`src/rtl/spi_flash_responder_if.sv`:
```
// spi_flash_responder_if
//   Bundles the SPI pins and the word-wide flash read port of the SPI flash
//   responder.
//   slave  : responder view (SPI slave, initiator on the memory port)
//   master : environment view (SPI master pins plus the memory model)
//   Signals: spi_sck/spi_ss/spi_mosi/spi_miso (SPI mode 0, SS active-low),
//            mem_req/mem_addr (level request, word-aligned byte address),
//            mem_ack/mem_rdata (single-cycle ack, little-endian word).
interface spi_flash_responder_if #(
    parameter int ADDR_W = 24
);
    logic              spi_sck;
    logic              spi_ss;
    logic              spi_mosi;
    logic              spi_miso;
    logic              mem_req;
    logic [ADDR_W-1:0] mem_addr;
    logic              mem_ack;
    logic [31:0]       mem_rdata;

    modport slave (
        input  spi_sck, spi_ss, spi_mosi, mem_ack, mem_rdata,
        output spi_miso, mem_req, mem_addr
    );
    modport master (
        output spi_sck, spi_ss, spi_mosi, mem_ack, mem_rdata,
        input  spi_miso, mem_req, mem_addr
    );
endinterface

```
`src/rtl/spi_flash_responder.sv`:
```
// spi_flash_responder
//   SPI mode-0 flash emulator. Decodes READ (0x03) and READ-ID (0x9F) and
//   serves READ data from a word-wide memory port with one-word prefetch.
//   clock    : system clock, all logic on the rising edge
//   reset    : synchronous, active-low
//   bus      : SPI pins + memory read port (slave modport)
//   busy     : transaction in progress or memory request outstanding
//   underrun : sticky, data was needed before memory delivered it;
//              cleared by the next SS fall
module spi_flash_responder #(
    parameter logic [23:0] JEDEC_ID = 24'hEF4017,
    parameter int          ADDR_W   = 24
) (
    input  logic                 clock,
    input  logic                 reset,
    spi_flash_responder_if.slave bus,
    output logic                 busy,
    output logic                 underrun
);
    localparam int            CW            = $clog2(ADDR_W) + 1;
    localparam logic [CW-1:0] LAST_CMD_BIT  = CW'(7);
    localparam logic [CW-1:0] LAST_ADDR_BIT = CW'(ADDR_W - 1);

    typedef enum logic [2:0] {
        S_IDLE, S_CMD, S_ADDR, S_FETCH, S_DATA, S_ID, S_IGNORE
    } state_t;

    state_t state, state_n;

    logic [1:0]        sck_s, ss_s, mosi_s;
    logic              sck_d, ss_d;
    logic [CW-1:0]     bit_cnt;
    logic [ADDR_W-2:0] shreg;
    logic [23:0]       id_sh;
    logic [1:0]        byte_ptr;
    logic [2:0]        tx_bit;
    logic [31:0]       cur_word, pre_word;
    logic              pre_valid, fetch_pend, stale, miso_q, mem_req_q;
    logic [ADDR_W-1:0] mem_addr_q;
    logic [ADDR_W-3:0] next_waddr;

    logic              sck_rise, sck_fall, ss_rise, ss_fall;
    logic [7:0]        cmd_byte;
    logic [ADDR_W-1:0] addr_full;
    logic              cmd_done, addr_done, ack_fire, ack_use, tx_last, pre_ok, issue;
    logic [31:0]       pre_data;
    logic [ADDR_W-3:0] issue_waddr;

    assign sck_rise  = sck_s[1] & ~sck_d;
    assign sck_fall  = ~sck_s[1] & sck_d;
    assign ss_rise   = ss_s[1] & ~ss_d;
    assign ss_fall   = ~ss_s[1] & ss_d;

    // Value including the bit arriving on this rise.
    assign cmd_byte  = {shreg[6:0], mosi_s[1]};
    assign addr_full = {shreg, mosi_s[1]};

    assign cmd_done  = (state == S_CMD)  && sck_rise && (bit_cnt == LAST_CMD_BIT);
    assign addr_done = (state == S_ADDR) && sck_rise && (bit_cnt == LAST_ADDR_BIT) && !ss_rise;

    // Acks for a request issued before the last SS rise are dropped.
    assign ack_fire  = mem_req_q & bus.mem_ack;
    assign ack_use   = ack_fire & ~stale & ~ss_rise & ((state == S_FETCH) | (state == S_DATA));

    // Fall that places the last bit of byte 3: the next fall needs a new word.
    // A prefetch ack landing in that same cycle is forwarded directly.
    assign tx_last   = (state == S_DATA) && sck_fall && (tx_bit == 3'd7) && (byte_ptr == 2'd3);
    assign pre_ok    = pre_valid | (ack_use & (state == S_DATA));
    assign pre_data  = pre_valid ? pre_word : bus.mem_rdata;

    // One outstanding request; a pending fetch waits for mem_req to drop.
    assign issue       = ~mem_req_q & (fetch_pend | addr_done) & ~ss_rise & (state != S_IDLE);
    assign issue_waddr = addr_done ? addr_full[ADDR_W-1:2] : next_waddr;

    assign bus.spi_miso = miso_q;
    assign bus.mem_req  = mem_req_q;
    assign bus.mem_addr = mem_addr_q;
    assign busy         = (state != S_IDLE) | mem_req_q;

    always_ff @(posedge clock) begin
        if (!reset) state <= S_IDLE;
        else        state <= state_n;
    end

    always_comb begin
        state_n = state;
        if (ss_rise) begin
            state_n = S_IDLE;
        end else begin
            case (state)
                S_IDLE:  if (ss_fall) state_n = S_CMD;
                S_CMD:   if (cmd_done)
                             state_n = (cmd_byte == 8'h03) ? S_ADDR :
                                       (cmd_byte == 8'h9F) ? S_ID : S_IGNORE;
                S_ADDR:  if (addr_done) state_n = S_FETCH;
                S_FETCH: if (ack_use) state_n = S_DATA;
                S_DATA:  if (tx_last && !pre_ok) state_n = S_FETCH;
                default: ;
            endcase
        end
    end

    always_ff @(posedge clock) begin
        if (!reset) begin
            sck_s      <= '0;
            ss_s       <= '0;   // SS reads as asserted so a low pin after reset is no fall
            mosi_s     <= '0;
            sck_d      <= 1'b0;
            ss_d       <= 1'b0;
            bit_cnt    <= '0;
            shreg      <= '0;
            id_sh      <= '1;
            byte_ptr   <= '0;
            tx_bit     <= '0;
            cur_word   <= '0;
            pre_word   <= '0;
            pre_valid  <= 1'b0;
            fetch_pend <= 1'b0;
            stale      <= 1'b0;
            miso_q     <= 1'b1;
            mem_req_q  <= 1'b0;
            mem_addr_q <= '0;
            next_waddr <= '0;
            underrun   <= 1'b0;
        end else begin
            sck_s  <= {sck_s[0], bus.spi_sck};
            ss_s   <= {ss_s[0], bus.spi_ss};
            mosi_s <= {mosi_s[0], bus.spi_mosi};
            sck_d  <= sck_s[1];
            ss_d   <= ss_s[1];

            // Command / address receive
            if (sck_rise && (state == S_CMD || state == S_ADDR)) begin
                shreg   <= {shreg[ADDR_W-3:0], mosi_s[1]};
                bit_cnt <= (cmd_done || addr_done) ? '0 : bit_cnt + CW'(1);
            end
            if (state == S_IDLE) bit_cnt <= '0;
            if (cmd_done) id_sh <= JEDEC_ID;
            if (addr_done) begin
                byte_ptr <= addr_full[1:0];
                tx_bit   <= '0;
            end

            // MISO only moves on SCK falls so a placed bit survives the next rise
            if (state == S_IDLE || ss_rise) begin
                miso_q <= 1'b1;
            end else if (sck_fall) begin
                case (state)
                    S_DATA:  miso_q <= cur_word[{byte_ptr, ~tx_bit}];
                    S_ID:    miso_q <= id_sh[23];
                    default: miso_q <= 1'b1;
                endcase
            end
            if (sck_fall && state == S_ID) id_sh <= {id_sh[22:0], 1'b1};
            if (sck_fall && state == S_DATA) begin
                tx_bit <= tx_bit + 3'd1;
                if (tx_bit == 3'd7) byte_ptr <= byte_ptr + 2'd1;
            end

            // Word buffers
            if (ack_use && state == S_FETCH) cur_word <= bus.mem_rdata;
            if (ack_use && state == S_DATA) begin
                pre_word  <= bus.mem_rdata;
                pre_valid <= 1'b1;
            end
            if (tx_last && pre_ok) begin
                cur_word  <= pre_data;
                pre_valid <= 1'b0;
            end
            if (state == S_IDLE) pre_valid <= 1'b0;

            // Memory request; later assignments take priority
            if (addr_done) begin
                next_waddr <= addr_full[ADDR_W-1:2];
                fetch_pend <= 1'b1;
            end
            if (ack_fire) begin
                mem_req_q <= 1'b0;
                stale     <= 1'b0;
            end else if (issue) begin
                mem_req_q  <= 1'b1;
                mem_addr_q <= {issue_waddr, 2'b00};
                next_waddr <= issue_waddr + 1'b1;
                fetch_pend <= 1'b0;
            end
            // Prefetch the following word as soon as a word starts being sent
            if ((ack_use && state == S_FETCH) || (tx_last && pre_ok)) fetch_pend <= 1'b1;
            if (ss_rise && mem_req_q && !ack_fire) stale <= 1'b1;
            if (state == S_IDLE) fetch_pend <= 1'b0;

            if (ss_fall) underrun <= 1'b0;
            else if ((sck_fall && state == S_FETCH) || (tx_last && !pre_ok)) underrun <= 1'b1;
        end
    end
endmodule
```
`src/flat_wrapper.sv`:
```
// flat-port wrapper written by rule: the top's interface ports become plain ports
module spi_flash_responder_flat 
#(
    parameter logic [23:0] JEDEC_ID = 24'hEF4017,
    parameter int          ADDR_W   = 24
)
  (clock, reset, busy, underrun, bus_spi_sck, bus_spi_ss, bus_spi_mosi, bus_mem_ack, bus_mem_rdata, bus_spi_miso, bus_mem_req, bus_mem_addr);
  spi_flash_responder_if #(.ADDR_W(ADDR_W)) bus_i ();
  input  logic clock;
  input  logic reset;
  output logic busy;
  output logic underrun;
  input wire logic [$bits(bus_i.spi_sck)-1:0] bus_spi_sck;
  input wire logic [$bits(bus_i.spi_ss)-1:0] bus_spi_ss;
  input wire logic [$bits(bus_i.spi_mosi)-1:0] bus_spi_mosi;
  input wire logic [$bits(bus_i.mem_ack)-1:0] bus_mem_ack;
  input wire logic [$bits(bus_i.mem_rdata)-1:0] bus_mem_rdata;
  output wire logic [$bits(bus_i.spi_miso)-1:0] bus_spi_miso;
  output wire logic [$bits(bus_i.mem_req)-1:0] bus_mem_req;
  output wire logic [$bits(bus_i.mem_addr)-1:0] bus_mem_addr;
  assign bus_i.spi_sck = bus_spi_sck;
  assign bus_i.spi_ss = bus_spi_ss;
  assign bus_i.spi_mosi = bus_spi_mosi;
  assign bus_i.mem_ack = bus_mem_ack;
  assign bus_i.mem_rdata = bus_mem_rdata;
  assign bus_spi_miso = bus_i.spi_miso;
  assign bus_mem_req = bus_i.mem_req;
  assign bus_mem_addr = bus_i.mem_addr;
  spi_flash_responder #(.JEDEC_ID(JEDEC_ID), .ADDR_W(ADDR_W)) u_core (.clock(clock), .reset(reset), .bus(bus_i), .busy(busy), .underrun(underrun));
endmodule
```
`config.mk`:
```
export PLATFORM = sky130hd
export DESIGN_NAME = spi_flash_responder_flat
export DESIGN_NICKNAME = d
export VERILOG_FILES = /design/src/rtl/spi_flash_responder_if.sv /design/src/rtl/spi_flash_responder.sv /design/src/flat_wrapper.sv
export SDC_FILE = /design/constraint.sdc
export NUM_CORES = 1
export LEC_CHECK = 0
export ABC_AREA = 1
export CAP_MARGIN = 20
export CORE_MARGIN = 1
export CORE_UTILIZATION = 52
export DETAILED_ROUTE_END_ITERATION = 7
export PLACE_DENSITY = 0.74
export SLEW_MARGIN = 30
export SYNTH_ARGS = -nofsm -noshare
export SYNTH_HDL_FRONTEND = slang
export SYNTH_SLANG_ARGS = --single-unit
```
`constraint.sdc`:
```
create_clock -name clock -period 4.5 [get_ports clock]
set_input_delay 0.9 -clock clock [delete_from_list [all_inputs] [get_ports clock]]
set_output_delay 0.9 -clock clock [all_outputs]
set_load 0.005 [all_outputs]
```
==> results by group <==
Worst setup path
  – Setup crit end kind: register
  – Worst Path Required: approximately 4800 ps
  – WS Path Type: register to register
  – Worst setup SP type: register
  – Worst r2r dst: u_core.next_waddr[16]
  – CP arrival: 3470 ps
  – Crit Path Max Fanout: between 40 and 50
  – Worst Reg-to-Reg Cells: 13
  – Reg2reg start: u_core.bit_cnt[0]
  – R2R Setup Slk: between 1000 and 1500 ps

Placed design
  – Hpwl dp: roughly 12000 um
  – Pre-CTS worst setup slack: about 1300 ps
  – Port Buffers: 63
  – Final Wtd Congestion: roughly 0.90

Die
  – Die X: approximately 130 um
  – Row cnt: 45
  – Die area: 0.0161 mm^2
  – Initial Util: 0.533
  – Die Y: approximately 130 um
  – Core outline area: roughly 0.015 mm^2
  – IO Pins: 66

Detailed routing
  – Routed Antenna Nets: 0
  – DRT Pass-1 Iters: 5
  – Wire per inst: ~13 um
  – DRC viols: 0
  – DR vias: 7187
  – Vias per cell: between 5 and 6
  – Initial DRC Count: ~630
  – Wirelength, routed: 18100 um

STA
  – Final setup vio count: 0
  – Final hold vios: 0
  – Min cycle time layout: 3150 ps
  – Fin. max-slew vios: 0
  – RSZ-0062 raised after global routing: no
  – Setup TNS Final: 0 ps
  – Fmax: 318 MHz
  – Clock Skews: just under 8 ps
  – Slew headroom: 0.432
  – Final period util: 0.699
  – Worst slew pin tran: between 800 and 900 ps
  – Fin worst setup slack: between 1000 and 1500 ps

Clocking
  – Setup bufs post-CTS: 0
  – Max clock buf depth: 2
  – Post_cts resized: 0
  – Clock root buffer: clkbuf_16
  – Hold Buf Count CTS: 0
  – CTS H-tree lvls: 4
  – CTS Sinks: 180
  – Worst-path clk slew: 70 ps
  – CTS tree: built
  – Num CTS Buffers: 17
  – Clock Latency Late Sink: roughly 430 ps

Hold path
  – HP Start: u_core.sck_s[0]
  – Min-delay worst type: register to register
  – WHS Endpoint: u_core.sck_s[1]
  – WHS Path Cells: 2

Logic synthesis
  – Post-synthesis mux area share: 0.00124
  – Yosys warns: 0
  – Mapped cell area: ~0.008 mm^2
  – Number of enable flip-flop cells after synthesis: 0
  – Top FF cell, synth: dfxtp_1
  – Xor and xnor area share after synthesis: 0.00216
  – Sequential area share after synthesis: 0.445
  – #FFs+latches synth: 180
  – Average size of a mapped cell: between 7 and 8 um^2
  – Simple-gate portion of the synthesized area: 0.222
  – Compound-Gate Fraction of Synth Area: 0.222
  – Largest family of logic cells by synthesized area: simple AND/OR/NAND/NOR gates
  – Gate Count Post-Synth: approximately 1100
  – Post-synth cell types: 44
  – Async SR Flop Fraction: 0
  – Synth Area in Adders: 0.00772

Pwr
  – Worst VDD drop: 297 uV
  – PwrDens: ~390 mW/mm^2
  – LEAKAGE: 0.00407 uW

GRT
  – Largest net degree at the start of global routing: 98
  – Initial antenna violation count: 0
  – Global route overflow: 0
  – Vias in the first global route: between 6000 and 7000
  – GRT Overall Usage: 0.235
  – Global-route wire length before repair: approximately 31000 um

Final layout
  – Ant diodes: 0
  – Share of cells above drive strength 1: 0.0723
  – Area of the multi-input gates: ~0.0037 mm^2
  – Register area: roughly 0.0036 mm^2
  – Final net count: around 1200
  – Synthesis-to-layout area growth: 16.1%
  – Filler Cells Inserted: between 1000 and 1500

Flow run
  – Max_cap viols: 0

Run status
  – Status: completed
worst max-delay path, cell delays in order, from the launching register on:
cell and delay, ps:
dfxtp_1 380, ha_1 230, nand3_2 150, nor2_8 400, nand2_4 420, o21ai_0 370, ha_1 260, nand2_1 90
nor2_1 140, nand2_1 180, nor2_1 210, nand3_1 80, nand2_1 60, nor2_1 50
Yosys cell counts (all sizes together), types with 2 or more instances:
library cell,count,share of area
a211oi,4,0.0043
a21oi,121,0.077
a31oi,5,0.0039
buf,24,0.022
clkbuf,40,0.019
dfxtp,180,0.44
ha,5,0.0077
inv,127,0.059
nand2,208,0.10
nand3,55,0.038
nand3b,5,0.0046
nand4,3,0.0023
nor2,123,0.067
nor3,8,0.0049
nor4,2,0.0015
o211ai,4,0.0037
o21ai,175,0.11
o221ai,9,0.0097
o22ai,16,0.012
kinds of logic after synthesis:
group,after synthesis
buffers and inverters,192
flip-flops,180
adder cells (fa/ha/maj),5
other,1
AND/OR/NAND/NOR,406
multiplexers,1
AO/OA/AOI/OAI,336
XOR/XNOR,2
flip-flops by register name (all words and copies together), names as in the netlist, 2 cells and up:
signal and flops:
u_core.mosi_s 2, u_core.bit_cnt 6, u_core.byte_ptr 2, u_core.tx_bit 3
u_core.bus.mem_addr 22, u_core.id_sh 21, u_core.ss_s 2, u_core.next_waddr 22
u_core.cur_word 32, u_core.state 3, u_core.shreg 23, u_core.sck_s 2
u_core.pre_word 32
stage by stage:
step	std cells	power [uW]	utilization	hold slack, ps	area (um^2)
after CTS	1350	3670	0.619	420	9410
after floorplan	1124	1870	-	390	8100
after global routing	1350	3790	0.619	446	9410
final	1350	3650	0.619	415	9410
after global placement	1318	1960	0.573	393	8720
after detailed placement	1318	1960	0.573	401	8720
worst max-delay path by stage:
| stage | startpoint | cells past startpoint | end | slack (ps) |
|---|---|---|---|---|
| finish | u_core.bit_cnt[0] | 13 | u_core.next_waddr[16] | 1350 |
| CTS | u_core.bit_cnt[0] | 12 | u_core.next_waddr[6] | 1430 |
| floorplan | u_core.bit_cnt[0] | 14 | u_core.next_waddr[6] | 2240 |
| global route | u_core.bit_cnt[0] | 13 | u_core.next_waddr[16] | 1090 |
| detailed placement | bus_mem_ack | 8 | u_core.pre_word[11] | 1310 |
| global placement | bus_mem_ack | 8 | u_core.pre_word[19] | 1400 |
routing by layer:
metal | global-route usage | part of all wire
met1 | 0.336 | 0.50
met2 | 0.360 | 0.43
met3 | 0.0472 | 0.052
met4 | 0.0658 | 0.0091
met5 | 0 | 0
layout by cell type (no fill, tap or decap), types with 4 or more instances in the layout:
cell,Yosys,final
nand3b_1,5,5
a21oi_1,119,119
dfxtp_1,180,180
nand2_1,195,195
buf_4,5,7
nor3_1,8,8
ha_1,5,5
nor2_1,112,112
o21ai_1,5,4
o22ai_1,16,16
nand3_2,4,4
clkbuf_16,0,17
inv_1,118,118
o221ai_1,9,9
inv_2,9,9
nor2_2,5,5
nand2_2,11,11
bufinv_16,0,6
a31oi_1,5,5
clkdlybuf4s50_1,0,62
o211ai_1,4,4
inv_6,0,5
o21ai_0,169,169
nand3_1,50,50
report_power, final:
part | switching, uW | internal [uW] | total, uW
Sequential | 31.9 | 1620 | 1650
Clock | 665 | 1060 | 1720
Combinational | 167 | 108 | 275
layout make-up:
type                    instances  area share
multi-input cells             752       0.394
flip-flops and latches        180       0.383
repair buffers                 70      0.0737
inverters                     128      0.0511
clock buffers                  17      0.0452
clock inverters                15      0.0279
well taps                     188      0.0250
(Power assumes the default switching activity.)
